===== src/rtl/sync_s2f_stream.sv =====
// Buffers single-cycle data_set strobes from the slow-to-fast synchronizer into a valid/ready stream; 1-cycle push-to-head latency.
// Backpressure: words arriving while full (and no pop that cycle) are dropped and counted, never corrupting buffered data.
module sync_s2f_stream #(
    parameter int DATA_WIDTH     = 16,
    parameter int DEPTH          = 4,
    parameter int DROP_CNT_WIDTH = 8
) (
    input  logic                      fast_clk,
    input  logic                      fast_rst_n,
    input  logic [DATA_WIDTH-1:0]     in_data,
    input  logic                      in_data_set,
    output logic [DATA_WIDTH-1:0]     out_data,
    output logic                      out_valid,
    input  logic                      out_ready,
    output logic [$clog2(DEPTH):0]    level,
    output logic                      overflow,
    input  logic                      overflow_clr,
    output logic [DROP_CNT_WIDTH-1:0] drop_count
);

    localparam int AW = $clog2(DEPTH);
    localparam int LW = AW + 1;
    localparam logic [LW-1:0] FULL_LVL = LW'(DEPTH);
    localparam logic [LW-1:0] ONE_LVL  = LW'(1);

    logic [DATA_WIDTH-1:0] mem [DEPTH];
    logic [AW-1:0]         wr_ptr;
    logic [AW-1:0]         rd_ptr;
    logic                  full;
    logic                  pop;
    logic                  push;
    logic                  drop;

    assign full      = (level == FULL_LVL);
    assign out_valid = (level != '0);
    assign pop       = out_valid && out_ready;
    // A pop in the same cycle frees the head slot, so a full FIFO can still accept.
    assign push      = in_data_set && (!full || pop);
    assign drop      = in_data_set && full && !pop;
    assign out_data  = out_valid ? mem[rd_ptr] : '0;

    always_ff @(posedge fast_clk) begin
        if (fast_rst_n && push) begin
            mem[wr_ptr] <= in_data;
        end
    end

    always_ff @(posedge fast_clk) begin
        if (!fast_rst_n) begin
            wr_ptr     <= '0;
            rd_ptr     <= '0;
            level      <= '0;
            overflow   <= 1'b0;
            drop_count <= '0;
        end else begin
            if (push) begin
                wr_ptr <= wr_ptr + AW'(1);
            end
            if (pop) begin
                rd_ptr <= rd_ptr + AW'(1);
            end
            case ({push, pop})
                2'b10:   level <= level + ONE_LVL;
                2'b01:   level <= level - ONE_LVL;
                default: level <= level;
            endcase
            // A drop coinciding with a clear still records itself as the first new drop.
            if (drop) begin
                overflow <= 1'b1;
                if (overflow_clr) begin
                    drop_count <= DROP_CNT_WIDTH'(1);
                end else if (drop_count != '1) begin
                    drop_count <= drop_count + DROP_CNT_WIDTH'(1);
                end
            end else if (overflow_clr) begin
                overflow   <= 1'b0;
                drop_count <= '0;
            end
        end
    end

endmodule


===== config.mk =====
export PLATFORM = sky130hd
export DESIGN_NAME = sync_s2f_stream
export DESIGN_NICKNAME = d
export VERILOG_FILES = /design/src/rtl/sync_s2f_stream.sv
export SDC_FILE = /design/constraint.sdc
export NUM_CORES = 1
export LEC_CHECK = 0
export BUFFER_PORTS_ARGS = -buffer_cell sky130_fd_sc_hd__buf_4
export CAP_MARGIN = 40
export CORE_MARGIN = 2
export CORE_UTILIZATION = 56
export DETAILED_ROUTE_END_ITERATION = 8
export GPL_TIMING_DRIVEN = 0
export PLACE_DENSITY = 0.79
export SYNTH_ARGS = -nofsm -noshare
export SYNTH_HDL_FRONTEND = slang
export SYNTH_SLANG_ARGS = --single-unit

===== constraint.sdc =====
create_clock -name fast_clk -period 2.3 [get_ports fast_clk]
set_clock_uncertainty 0.05 [all_clocks]
set_input_delay 0.115 -clock fast_clk [delete_from_list [all_inputs] [get_ports fast_clk]]
set_output_delay 0.115 -clock fast_clk [all_outputs]
set_load 0.05 [all_outputs]

Word level (Yosys, flattened, before mapping)
Memories as Yosys holds them, arrays and structs flattened. A register that Yosys moved wholly into a read port is not among the register bits.
Cells that the tools add are included.
- logic and storage cells: 40
- bits in writable memories: 64
- memories kept: 1
- output and inout port bits: 29
- bits in registers: 16
- bits of input ports: 21
- reductions and logical operators: 13
- add/subtract/negate cells: 5
- multiplexer cells: 12
- equality and inequality tests: 4
- memory list (name ; words ; bits a word ; rd ports ; clocked after Yosys merged registers in ; wr ports ; RTL line ; source):
    mem ; 4 ; 16 ; 1 ; 1 ; 1 ; 26 ; logic [DATA_WIDTH-1:0] mem [DEPTH];
- operator list (kind ; count):
    2-to-1 mux 8 bit ; 4
    2-to-1 mux 16 bit ; 1
    adder 8 x 1 -> 8 bit (second input constant) ; 1
    != test 8 bit (second input constant) ; 1
    case mux 3 bit (2 select lines) ; 1
    nonzero test 2 bit ; 3
    logical AND 1 bit ; 5
    adder 2 x 1 -> 2 bit (second input constant) ; 2
    2-to-1 mux 1 bit ; 4
    2-to-1 mux 2 bit ; 2
    adder 3 x 1 -> 3 bit (second input constant) ; 1
    == test 3 bit (second input constant) ; 1
    nonzero test 3 bit ; 1
    subtractor 3 x 1 -> 3 bit (second input constant) ; 1
    == test 2 x 1 -> 1 bit (second input constant) ; 1
    == test 2 bit (second input constant) ; 1
    zero test 1 bit ; 2
    AND reduction 2 bit ; 1
    logical OR 1 bit ; 1

Depth between registers and ports, before layout
Gate-level depths: netlist of the first run.
- depth in word-level cells: 7
- depth in mapped cells: 8
- depth with buffers taken out: 6

Worst setup path after synthesis of the first run
OpenSTA, ideal clock, no wires.
- kind: reg2reg
- start point: register level[0]
- end point: register level[2]
- slack: -0.496 ns
- cell stages (with the launch flop): 9
- clock period less this slack: 2.796 ns
- data arrival time: 2.626 ns
- data required time: 2.130 ns
- library setup time: 0.120 ns
- path buffers: 2
- cells stage by stage: dfxtp_1 > buf_6 > or3_1 > clkbuf_1 > nand2_1 > fa_1 > nand2b_1 > and3_1 > o31a_1
- cells in the longest elaborated chain, start to end: 6
- elaborated cells between the ends (all ways): 12
- classes of those cells: add/sub (2); eq/ne (3); mux (1); reduce/logical (6)
- ends and longest elaborated chain (item ; RTL line ; source):
    start, declared ; 15 ; output logic [$clog2(DEPTH):0] level,
    start signal, assigned ; 63 ; 2'b10: level <= level + ONE_LVL;
    start signal, assigned ; 64 ; 2'b01: level <= level - ONE_LVL;
    start signal, assigned ; 65 ; default: level <= level;
    nonzero test 3 bit (*) ; 35 ; assign out_valid = (level != '0);
    via out_valid ; 13 ; output logic out_valid,
    logical AND 1 bit (*) ; 36 ; assign pop = out_valid && out_ready;
    logical OR 1 bit ; 38 ; assign push = in_data_set && (!full || pop);
    logical AND 1 bit ; 38 ;
    == test 2 x 1 -> 1 bit / == test 2 bit (equally long branches) ; 62 ; case ({push, pop})
    case mux 3 bit (2 select lines) / nonzero test 2 bit (equally long branches) ; - ;
Mark *: on every way through the listed nets, which the timed path passes. The rest lies on a longest branch.
A chain may end at the register's enable or synchronous reset.

==> out/metrics.csv, run 1 <==
stage;metric;value;unit
outcome;status;completed;
synthesis;Avg Cell Area, Syn;15.4;um^2
route;via count;2069;
pwr;Combinational Power Share;0.196;
pwr;clock share of power;0.317;
pwr;Psw;0.912;mW
placement;Final HPWL DP;4160;um
clocking;TritonCTS clock tree;yes;
min_path;Hold Path Class;in -> reg;
route;violation count after the first detailed-routing iteration;104;
job;Max Cap Violations;0;
synthesis;Synth Flop Type;edfxtp_1;
floorplanning;FP Rows;28;
timing;max-slew violation count;0;
grt;All-Layer GR Usage;0.207;
floorplanning;core area;5920;um^2
timing;Final min period;2.18;ns
clocking;CTS root buffer;clkbuf_8;
pwr;P_leak;1.57;nW
grt;largest net degree at the start of global routing;14;
cells_and_area;filler instances;378;
synthesis;synthesized net count;251;
timing;Slew HR;0.634;
setup_path;CP max stage delay;0.52;ns
timing;final hold viol count;0;
min_path;HP Start;fast_rst_n;
placement;routability cong.;0.866;
clocking;Post-CTS Setup Inserts;0;
cells_and_area;fin util;0.733;
setup_path;worst setup path class;reg -> out;
synthesis;Yosys reg bits;82;
setup_path;CP startpoint kind;register;
synthesis;Async SR Flop Fraction;0;
setup_path;r2r setup slk;0.17;ns
timing;RSZ-0062 raised after global routing;no;
route;Antenna Violating Nets Remaining;0;
synthesis;yosys warns;0;
cells_and_area;Layout Nets;329;
grt;first-pass GRT wire length;9920;um
timing;top achievable clock speed;459;MHz
clocking;worst-skew pair later-pin latency;0.33;ns
pwr;PwrDens;791;nW/um^2
route;Via density;5.43;
setup_path;slowest stage cell, crit path;mux4_2;
floorplanning;die area;6800;um^2
clocking;clk sinks;82;
grt;initial antenna violation count;0;
route;DR pass1 iterations;4;
synthesis;mapped cell area;3450;um^2
synthesis;Seq/Total Area, Yosys;0.662;
cells_and_area;area of the multi-input gates;1080;um^2
timing;Slew @ Worst Pin;0.548;ns
pwr;Max IR drop VDD;0.494;mV
timing;Final TNS setup;0;ns
floorplanning;Initial Util;0.582;
setup_path;Worst EP required;2.13;ns
floorplanning;Die Span X;82.5;um
pwr;sequential share of power;0.487;
synthesis;post-synthesis cell count;224;
synthesis;Synth cell types;39;
setup_path;Crit. End Element;primary output;
route;DRT Wirelength;6340;um
cells_and_area;Area growth syn-to-layout;25.9;%
clocking;CTS buffer count;9;
pwr;Design Power;3.43;mW
timing;Setup Viol. Count Final;0;
pwr;Pint;2.52;mW
setup_path;Worst Path Arrival;2.01;ns
pwr;Switching Fraction;0.265;
timing;Tcrit/Tclk final;0.947;
clocking;Max clock buf depth;2;
grt;remaining global-route overflow;0;
setup_path;crit-path cells;buf_2 -> buf_6 -> mux4_2 -> and2_1 -> buf_4;
setup_path;FF-to-FF Start;level[0];
grt;vias in the first global route;2030;
clocking;clk slew on worst S/H paths;0.08;ns
clocking;H-Tree Depth;3;
route;DR WL/cell;16.6;um
synthesis;Post-synth EDFFs;64;
cells_and_area;Antenna Cells;0;
floorplanning;Die Y;82.5;um
placement;port bufs;48;
cells_and_area;FF+latch area;2290;um^2
floorplanning;# IOs;50;
route;# DRC;0;
setup_path;critical path fanouts, max;10;
cells_and_area;layout cell share with drive strength beyond 1;0.317;
## flip-flops by register name (all words and copies together) (netlist names), named ones only
name and cells:
level 3, wr_ptr 2, rd_ptr 2, mem 64
drop_count 8, overflow 1
## cell type report
| class | count | share of cell area |
|---|---|---|
| Sequential cell | 82 | 0.527 |
| Inverter | 10 | 0.00865 |
| Tap cell | 75 | 0.0216 |
| Clock buffer | 10 | 0.0294 |
| Timing Repair Buffer | 68 | 0.131 |
| Buffer | 10 | 0.0141 |
| Multi-Input combinational cell | 121 | 0.250 |
| Clock inverter | 5 | 0.0185 |
## Yosys cell counts (5+ instances only)
| cell | n | area (um^2) |
|---|---|---|
| o21ai_0 | 5 | 25.0 |
| inv_1 | 10 | 37.5 |
| a21oi_1 | 6 | 30.0 |
| mux4_2 | 16 | 360 |
| nand2_1 | 11 | 41.3 |
| and2_1 | 20 | 125 |
| nor2b_1 | 5 | 31.3 |
| nor2_1 | 8 | 30.0 |
| clkbuf_1 | 6 | 22.5 |
| dfxtp_1 | 18 | 360 |
| edfxtp_1 | 64 | 1920 |
| ha_1 | 5 | 62.6 |
## final timing paths
check / endpoint / depth (start not counted)
max: out_data[5] / 5
min: level[1] / 3
max reg2reg: level[1] / 8
min reg2reg: overflow / 2
## critical path, delay by kind of cell, from the launching register on
kind,cells,cell delay (ns)
muxes,1,0.52
and+or+nand+nor,1,0.18
buffers and inverters,3,0.67
DFF,1,0.30
## what timing repair did
item | in CTS | in global routing
pin swaps | 0 | 0
setup endpoints to repair | 10 | 10
resized for setup | 2 | 2
hold buffers | 16 | 0
gates cloned | 0 | 0
endpoints found under the hold margin | 64 | 0
## cells in the final DEF (no fill, tap or decap), drive strengths merged, types with 3 or more instances in the layout
| master | count |
|---|---|
| nand3 | 4 |
| o21ai | 5 |
| ha | 5 |
| and2 | 20 |
| dfxtp | 18 |
| nor2 | 8 |
| a31oi | 3 |
| a41o | 3 |
| buf | 58 |
| xnor2 | 4 |
| edfxtp | 64 |
| nand2 | 12 |
| and4 | 3 |
| inv | 10 |
| mux4 | 16 |
| a21oi | 6 |
| nor2b | 5 |
| dlygate4sd3 | 16 |
| clkbuf | 14 |
## per-layer routing
layer / up-vias / track usage / share of wire / wire length, um
li1: 1004 / - / - / -
met1: 1010 / 0.261 / 0.43 / 2750
met2: 46 / 0.343 / 0.52 / 3280
met3: 9 / 0.0402 / 0.031 / 198
met4: 0 / 0.100 / 0.016 / 104
met5: - / 0 / 0 / 0
## kinds of logic (layout without fill, tap and decap cells)
logic type               Yosys count  in the layout  share of synthesized area
buffers and inverters             21            103                     0.0265
AO/OA/AOI/OAI                     28             28                     0.0555
adder cells (fa/ha/maj)            6              6                     0.0240
AND/OR/NAND/NOR                   65             65                      0.111
flip-flops                        82             82                      0.662
XOR/XNOR                           4              4                     0.0102
multiplexers                      18             18                      0.110
## metrics by stage
step,hold slack [ns],setup WS (ns),cell area [um^2],std cells
3_3_place_gp,0.266,-0.192,3910,347
4_1_cts,0.0116,0.00837,4340,382
5_1_grt,0.0272,0.000655,4340,381
2_1_floorplan,0.164,0.0703,3450,224
3_5_place_dp,0.269,0.161,3970,351
6_report,0.0234,0.121,4340,381
## power by group through the flow
| stage | logic (mW) | clock network, mW | registers [mW] |
|---|---|---|---|
| global route | 0.720 | 1.16 | 1.68 |
| finish | 0.673 | 1.09 | 1.67 |
| floorplan | 0.436 | 0 | 1.72 |
| global placement | 0.631 | 0 | 1.70 |
| detailed placement | 0.654 | 0 | 1.71 |
| CTS | 0.682 | 1.10 | 1.67 |
Power figures use the tool's default switching activity.
==> run 2: changes to the inputs <==
- CORE_UTILIZATION: 56 -> 51
- PLACE_DENSITY: 0.79 -> 0.76
- RECOVER_POWER: not set -> 50
- SETUP_SLACK_MARGIN: not set -> 0.15
- clock period: 2.3 -> 1.95 ns (I/O delays scaled with it)
==> out/metrics.csv, run 2 (synthesized netlist as in run 1, its figures left out) <==
stage;metric;value;unit;change
timing;max-slew violation count;0;;unchanged
setup_path;Crit path depth;8;;was 5
min_path;Hold Path Class;in -> reg;;unchanged
floorplanning;Initial Util;0.534;;was 0.582
grt;remaining global-route overflow;0;;unchanged
floorplanning;Die Span X;86.2;um;was 82.5 um
min_path;WHS Path Cells;3;;unchanged
grt;vias in the first global route;2162;;was 2030
clocking;clk sinks;82;;unchanged
placement;post-placement cell count;353;;was 351
cells_and_area;max reg flops;64;;unchanged
clocking;CTS root buffer;clkbuf_8;;unchanged
setup_path;CP max stage delay;0.46;ns;was 0.52 ns
clocking;worst-skew pair later-pin latency;0.35;ns;was 0.33 ns
timing;Tcrit/Tclk final;1.03;;
route;Antenna Violating Nets Remaining;0;;unchanged
floorplanning;# IOs;50;;unchanged
timing;RSZ-0062 raised after global routing;yes;;was no
pwr;Design Power;4.09;mW;was 3.43 mW
clocking;clk slew on worst S/H paths;0.08;ns;about the same
placement;dpl cell area;4030;um^2;was 3970 um^2
min_path;Worst Hold End;overflow;;was level[1]
pwr;P_leak;1.65;nW;was 1.57 nW
cells_and_area;Antenna Cells;0;;unchanged
setup_path;CP startpoint kind;register;;unchanged
cells_and_area;filler instances;437;;was 378
setup_path;crit-path leading delay family;simple AND/OR/NAND/NOR gates;;was buffers and inverters
floorplanning;core area;6460;um^2;was 5920 um^2
setup_path;CP startpoint;level[0];;
setup_path;Crit. End Element;register;;was primary output
timing;Final min period;2.01;ns;
timing;final hold viol count;0;;unchanged
cells_and_area;Top Registers;mem (64), drop_count (8), level (3);;unchanged
route;Via density;5.53;;was 5.43
pwr;PwrDens;878;nW/um^2;was 791 nW/um^2
outcome;status;complete, but fails checks;;was completed
route;DR WL/cell;17.5;um;was 16.6 um
cells_and_area;fin util;0.721;;was 0.733
setup_path;worst setup path class;reg -> reg;;was reg -> out
route;violation count after the first detailed-routing iteration;86;;was 104
setup_path;Reg2Reg Depth;8;;unchanged
cells_and_area;Final Cell Area;4650;um^2;was 4340 um^2
setup_path;Worst EP required;2.18;ns;was 2.13 ns
setup_path;FF-to-FF Start;level[0];;unchanged
grt;All-Layer GR Usage;0.193;;was 0.207
clocking;TritonCTS clock tree;yes;;unchanged
job;Max Cap Violations;0;;unchanged
setup_path;crit-path cells;buf_6 -> or3_4 -> clkbuf_16 -> nand2_4 -> fa_2 -> a21boi_2 -> o221ai_1 -> nor2b_1;;was buf_2 -> buf_6 -> mux4_2 -> and2_1 -> buf_4
outcome;failing checks;negative setup slack;;
clocking;H-Tree Depth;3;;unchanged
route;# DRC;0;;unchanged
setup_path;Worst Path Arrival;2.24;ns;was 2.01 ns
cells_and_area;most frequent cells in the layout;edfxtp_1 (64), clkbuf_1 (30), dlygate4sd3_1 (18);;was edfxtp_1 (64), buf_4 (48), and2_1 (20)
route;via count;2223;;was 2069
cells_and_area;Layout Nets;347;;was 329
min_path;HP Start;in_data_set;;was fast_rst_n
setup_path;critical path fanouts, max;3;;was 10
floorplanning;FP Rows;29;;was 28
timing;Slew HR;0.595;;was 0.634
cells_and_area;Area growth syn-to-layout;35.0;%;was 25.9%
route;DRT Wirelength;7020;um;was 6340 um
timing;Min Hold Slack;0.0326;ns;was 0.0234 ns
setup_path;slowest stage cell, crit path;fa_2;;was mux4_2
clocking;Max clock buf depth;2;;unchanged
placement;Final HPWL DP;4170;um;was 4160 um
grt;initial antenna violation count;0;;unchanged
grt;largest net degree at the start of global routing;16;;was 14
cells_and_area;largest register by flop count;mem;;unchanged
floorplanning;die area;7430;um^2;was 6800 um^2
clocking;CTS buffer count;9;;unchanged
cells_and_area;most common cell after layout, fill and taps aside;edfxtp_1;;unchanged
setup_path;worst path buffer plus inverter count;2;;was 3
setup_path;r2r setup slk;-0.06;ns;was 0.17 ns
timing;top achievable clock speed;497;MHz;
grt;first-pass GRT wire length;10600;um;was 9920 um
placement;port bufs;48;;unchanged
setup_path;Worst R2R End;level[1];;unchanged
timing;Setup WS post-layout;-0.0632;ns;was 0.121 ns
pwr;Max IR drop VDD;0.564;mV;was 0.494 mV
floorplanning;Die Y;86.2;um;was 82.5 um
cells_and_area;post-route insts no fill;402;;was 381
timing;Setup Viol. Count Final;9;;was 0
timing;Slew @ Worst Pin;0.610;ns;was 0.548 ns
cells_and_area;layout cell share with drive strength beyond 1;0.342;;was 0.317
route;DR pass1 iterations;4;;unchanged
placement;routability cong.;0.793;;was 0.866
[run 2: worst max-delay path by stage]
stage / end / slack (ns)
after floorplan: level[1] / -0.1
after global placement: mem[2][8] / -0.54
after detailed placement: out_data[6] / -0.19
after CTS: level[1] / -0.11
after global routing: level[1] / -0.14
final: level[1] / -0.06
[run 2: area by class of cell]
type	instances	area (um^2)	area share
buffer	11	118	0.0253
inverter	10	37.5	0.00806
timing repair buffer	85	758	0.163
sequential	82	2300	0.494
multi-input combinational	121	1170	0.252
clock buffer	9	124	0.0266
tap	77	96.3	0.0207
clock inverter	7	51.3	0.0110
[run 2: worst reg2reg max path, cell delays in order (launching register included)]
cell       delay [ns]
dfxtp_4          0.35
buf_6            0.11
or3_4            0.39
clkbuf_16        0.16
nand2_4          0.05
fa_2             0.46
a21boi_2         0.14
o221ai_1         0.13
nor2b_1          0.12
[run 2: through the flow]
step,setup slack [ns],setup TNS (ns)
floorplan,-0.0991,-3.24
detailed placement,-0.188,-1.74
global placement,-0.544,-20.92
global route,-0.136,-0.777
CTS,-0.108,-0.554
finish,-0.0632,-0.260
[run 2: repair_timing]
item / in CTS / in global routing
gates resized for setup: 47 / 18
gates cloned: 0 / 2
endpoints found under the setup margin: 42 / 72
hold buffers: 18 / 0
hold endpoints to repair: 67 / 0
pin swaps: 11 / 10
setup buffers: 9 / 4
[run 2: report_power, final]
part | switching [mW] | total [mW] | internal, mW
logic | 0.537 | 1.02 | 0.485
clock network | 0.623 | 1.09 | 0.471
registers | 0.0284 | 1.97 | 1.94
total | 1.19 | 4.09 | 2.90
[run 2: routing by layer]
metal	vias to the layer above	wire (um)	track usage
li1	1051	-	-
met1	1097	2890	0.245
met2	65	3620	0.324
met3	10	349	0.0333
met4	0	152	0.0938
met5	-	0	0
==> run 3: changes to the inputs <==
- BUFFER_PORTS_ARGS: -buffer_cell sky130_fd_sc_hd__buf_4 -> not set
- CORE_UTILIZATION: 51 -> 56
- DONT_BUFFER_PORTS: not set -> 1
- PLACE_DENSITY: 0.76 -> 0.75
==> out/metrics.csv, run 3 (synthesized netlist as in run 1, its figures left out) <==
stage;metric;value;unit;change
timing;Slew HR;0.571;;was 0.595
clocking;clk slew on worst S/H paths;0.08;ns;about the same
pwr;P_leak;1.65;nW;about the same
route;via count;2221;;was 2223
timing;Tcrit/Tclk final;1.14;;was 1.03
setup_path;worst setup path class;reg -> reg;;unchanged
grt;All-Layer GR Usage;0.229;;was 0.193
clocking;CTS buffer count;9;;unchanged
timing;Setup WS post-layout;-0.270;ns;was -0.0632 ns
min_path;HP Start;in_data_set;;unchanged
pwr;Combinational Power Share;0.248;;was 0.250
cells_and_area;filler instances;302;;was 437
setup_path;Crit. End Element;register;;unchanged
clocking;CTS root buffer;clkbuf_8;;unchanged
placement;Final HPWL DP;3960;um;was 4170 um
route;DR pass1 iterations;4;;unchanged
setup_path;r2r setup slk;-0.27;ns;was -0.06 ns
setup_path;Worst Path Arrival;2.45;ns;was 2.24 ns
floorplanning;# IOs;50;;unchanged
cells_and_area;largest register by flop count;mem;;unchanged
cells_and_area;fin util;0.791;;was 0.721
cells_and_area;Area growth syn-to-layout;35.8;%;was 35.0%
cells_and_area;most frequent cells in the layout;edfxtp_1 (64), buf_6 (23), dlygate4sd3_1 (21);;was edfxtp_1 (64), clkbuf_1 (30), dlygate4sd3_1 (18)
pwr;PwrDens;876;nW/um^2;was 878 nW/um^2
clocking;TritonCTS clock tree;yes;;unchanged
cells_and_area;Antenna Cells;0;;unchanged
cells_and_area;layout cell share with drive strength beyond 1;0.439;;was 0.342
setup_path;Worst R2R End;level[1];;unchanged
timing;Setup Viol. Count Final;87;;was 9
pwr;Design Power;4.10;mW;was 4.09 mW
route;DR WL/cell;21.7;um;was 17.5 um
floorplanning;Die Span X;82.5;um;was 86.2 um
floorplanning;FP Rows;28;;was 29
timing;final hold viol count;0;;unchanged
cells_and_area;most common cell after layout, fill and taps aside;edfxtp_1;;unchanged
clocking;H-Tree Depth;3;;unchanged
timing;RSZ-0062 raised after global routing;yes;;unchanged
setup_path;CP startpoint kind;register;;unchanged
setup_path;crit path to;level[1];;unchanged
floorplanning;die area;6800;um^2;was 7430 um^2
placement;port bufs;0;;was 48
floorplanning;core area;5920;um^2;was 6460 um^2
grt;vias in the first global route;2124;;was 2162
pwr;clock share of power;0.264;;was 0.268
clocking;clk sinks;82;;unchanged
grt;gr busiest metal;met2;;unchanged
floorplanning;Initial Util;0.582;;was 0.534
grt;largest net degree at the start of global routing;15;;was 16
timing;max-slew violation count;0;;unchanged
placement;routability cong.;0.777;;was 0.793
cells_and_area;Layout Nets;323;;was 347
route;Antenna Violating Nets Remaining;0;;unchanged
pwr;sequential share of power;0.488;;was 0.482
clocking;Max clock buf depth;2;;unchanged
grt;remaining global-route overflow;0;;unchanged
floorplanning;Die Y;82.5;um;was 86.2 um
timing;Final min period;2.22;ns;was 2.01 ns
setup_path;FF-to-FF Start;level[0];;unchanged
outcome;failing checks;negative setup slack;;unchanged
grt;first-pass GRT wire length;10800;um;was 10600 um
grt;initial antenna violation count;0;;unchanged
route;Via density;5.91;;was 5.53
grt;met2 Use GR;0.365;;was 0.324
job;Max Cap Violations;0;;unchanged
setup_path;critical path fanouts, max;6;;was 3
pwr;Psw;1.21;mW;was 1.19 mW
setup_path;Worst EP required;2.18;ns;about the same
route;violation count after the first detailed-routing iteration;125;;was 86
timing;Slew @ Worst Pin;0.643;ns;was 0.610 ns
min_path;Hold Path Class;in -> reg;;unchanged
timing;Min Hold Slack;0.0898;ns;was 0.0326 ns
setup_path;Reg2Reg Depth;7;;was 8
pwr;Pint;2.89;mW;was 2.90 mW
pwr;Max IR drop VDD;0.597;mV;was 0.564 mV
grt;met1 usage;0.277;;was 0.245
outcome;status;complete, but fails checks;;unchanged
clocking;worst-skew pair later-pin latency;0.35;ns;about the same
setup_path;CP startpoint;level[0];;unchanged
route;DRT Wirelength;8150;um;was 7020 um
grt;GR Util met3;0.0674;;was 0.0333
cells_and_area;max reg flops;64;;unchanged
route;# DRC;0;;unchanged
pwr;Switching Fraction;0.296;;was 0.291
cells_and_area;Top Registers;mem (64), drop_count (8), level (3);;unchanged
timing;top achievable clock speed;450;MHz;was 497 MHz
timing;Final TNS setup;-10.06;ns;was -0.260 ns
==> run 3: worst min path at each step <==
| stage | to | slack, ns | cells past startpoint |
|---|---|---|---|
| detailed placement | mem[0][10] | 0.15 | 0 |
| finish | drop_count[6] | 0.09 | 3 |
| floorplan | mem[0][0] | 0.15 | 0 |
| global route | drop_count[6] | 0.1 | 3 |
| global placement | mem[0][8] | 0.15 | 0 |
| CTS | wr_ptr[1] | 0.01 | 3 |
==> run 3: repair_timing <==
item / 4_1_cts / 5_1_grt
endpoints found under the hold margin: 72 / 3
resized for setup: 66 / 34
cloned: 2 / 2
setup endpoints to repair: 75 / 95
setup buffers: 24 / 8
pin swaps: 15 / 14
hold buffers: 19 / 2
==> run 3: power groups by stage <==
stage          logic [mW]  clock network (mW)  registers, mW
2_1_floorplan       0.549                   0           2.03
3_3_place_gp        0.614                   0           2.04
3_5_place_dp        0.632                   0           2.04
4_1_cts             0.915                1.08           2.00
5_1_grt              1.07                1.17           2.01
6_report             1.02                1.08           2.00
==> run 3: final cells by class <==
cell class	instances	area (um^2)	share of cell area
clock inverters	5	38.8	0.00828
flip-flops and latches	82	2300	0.492
inverters	10	37.5	0.00802
plain buffers	11	124	0.0265
clock buffers	11	131	0.0281
well taps	75	93.8	0.0200
repair buffers	61	692	0.148
multi-input cells	121	1260	0.269
==> run 3: per-layer routing <==
metal | part of all wire | vias up
met5 | 0 | -
met2 | 0.51 | 79
met3 | 0.073 | 21
met4 | 0.027 | 0
li1 | - | 998
met1 | 0.39 | 1123
==> run 3: through the flow <==
| stage | worst slack [ns] | std cells | area (um^2) |
|---|---|---|---|
| finish | -0.270 | 376 | 4680 |
| global route | -0.349 | 376 | 4680 |
| CTS | -0.215 | 364 | 4430 |
| detailed placement | -0.222 | 303 | 3660 |
| global placement | -0.672 | 299 | 3600 |
| floorplan | -0.0991 | 224 | 3510 |
==> run 3: critical path: stages, from the launching register on <==
cell and delay, ns:
dfxtp_4 0.41, buf_6 0.13, or3_4 0.39, clkbuf_16 0.20
nand2_4 0.07, fa_2 0.44, o21ai_0 0.26, nor2b_1 0.18
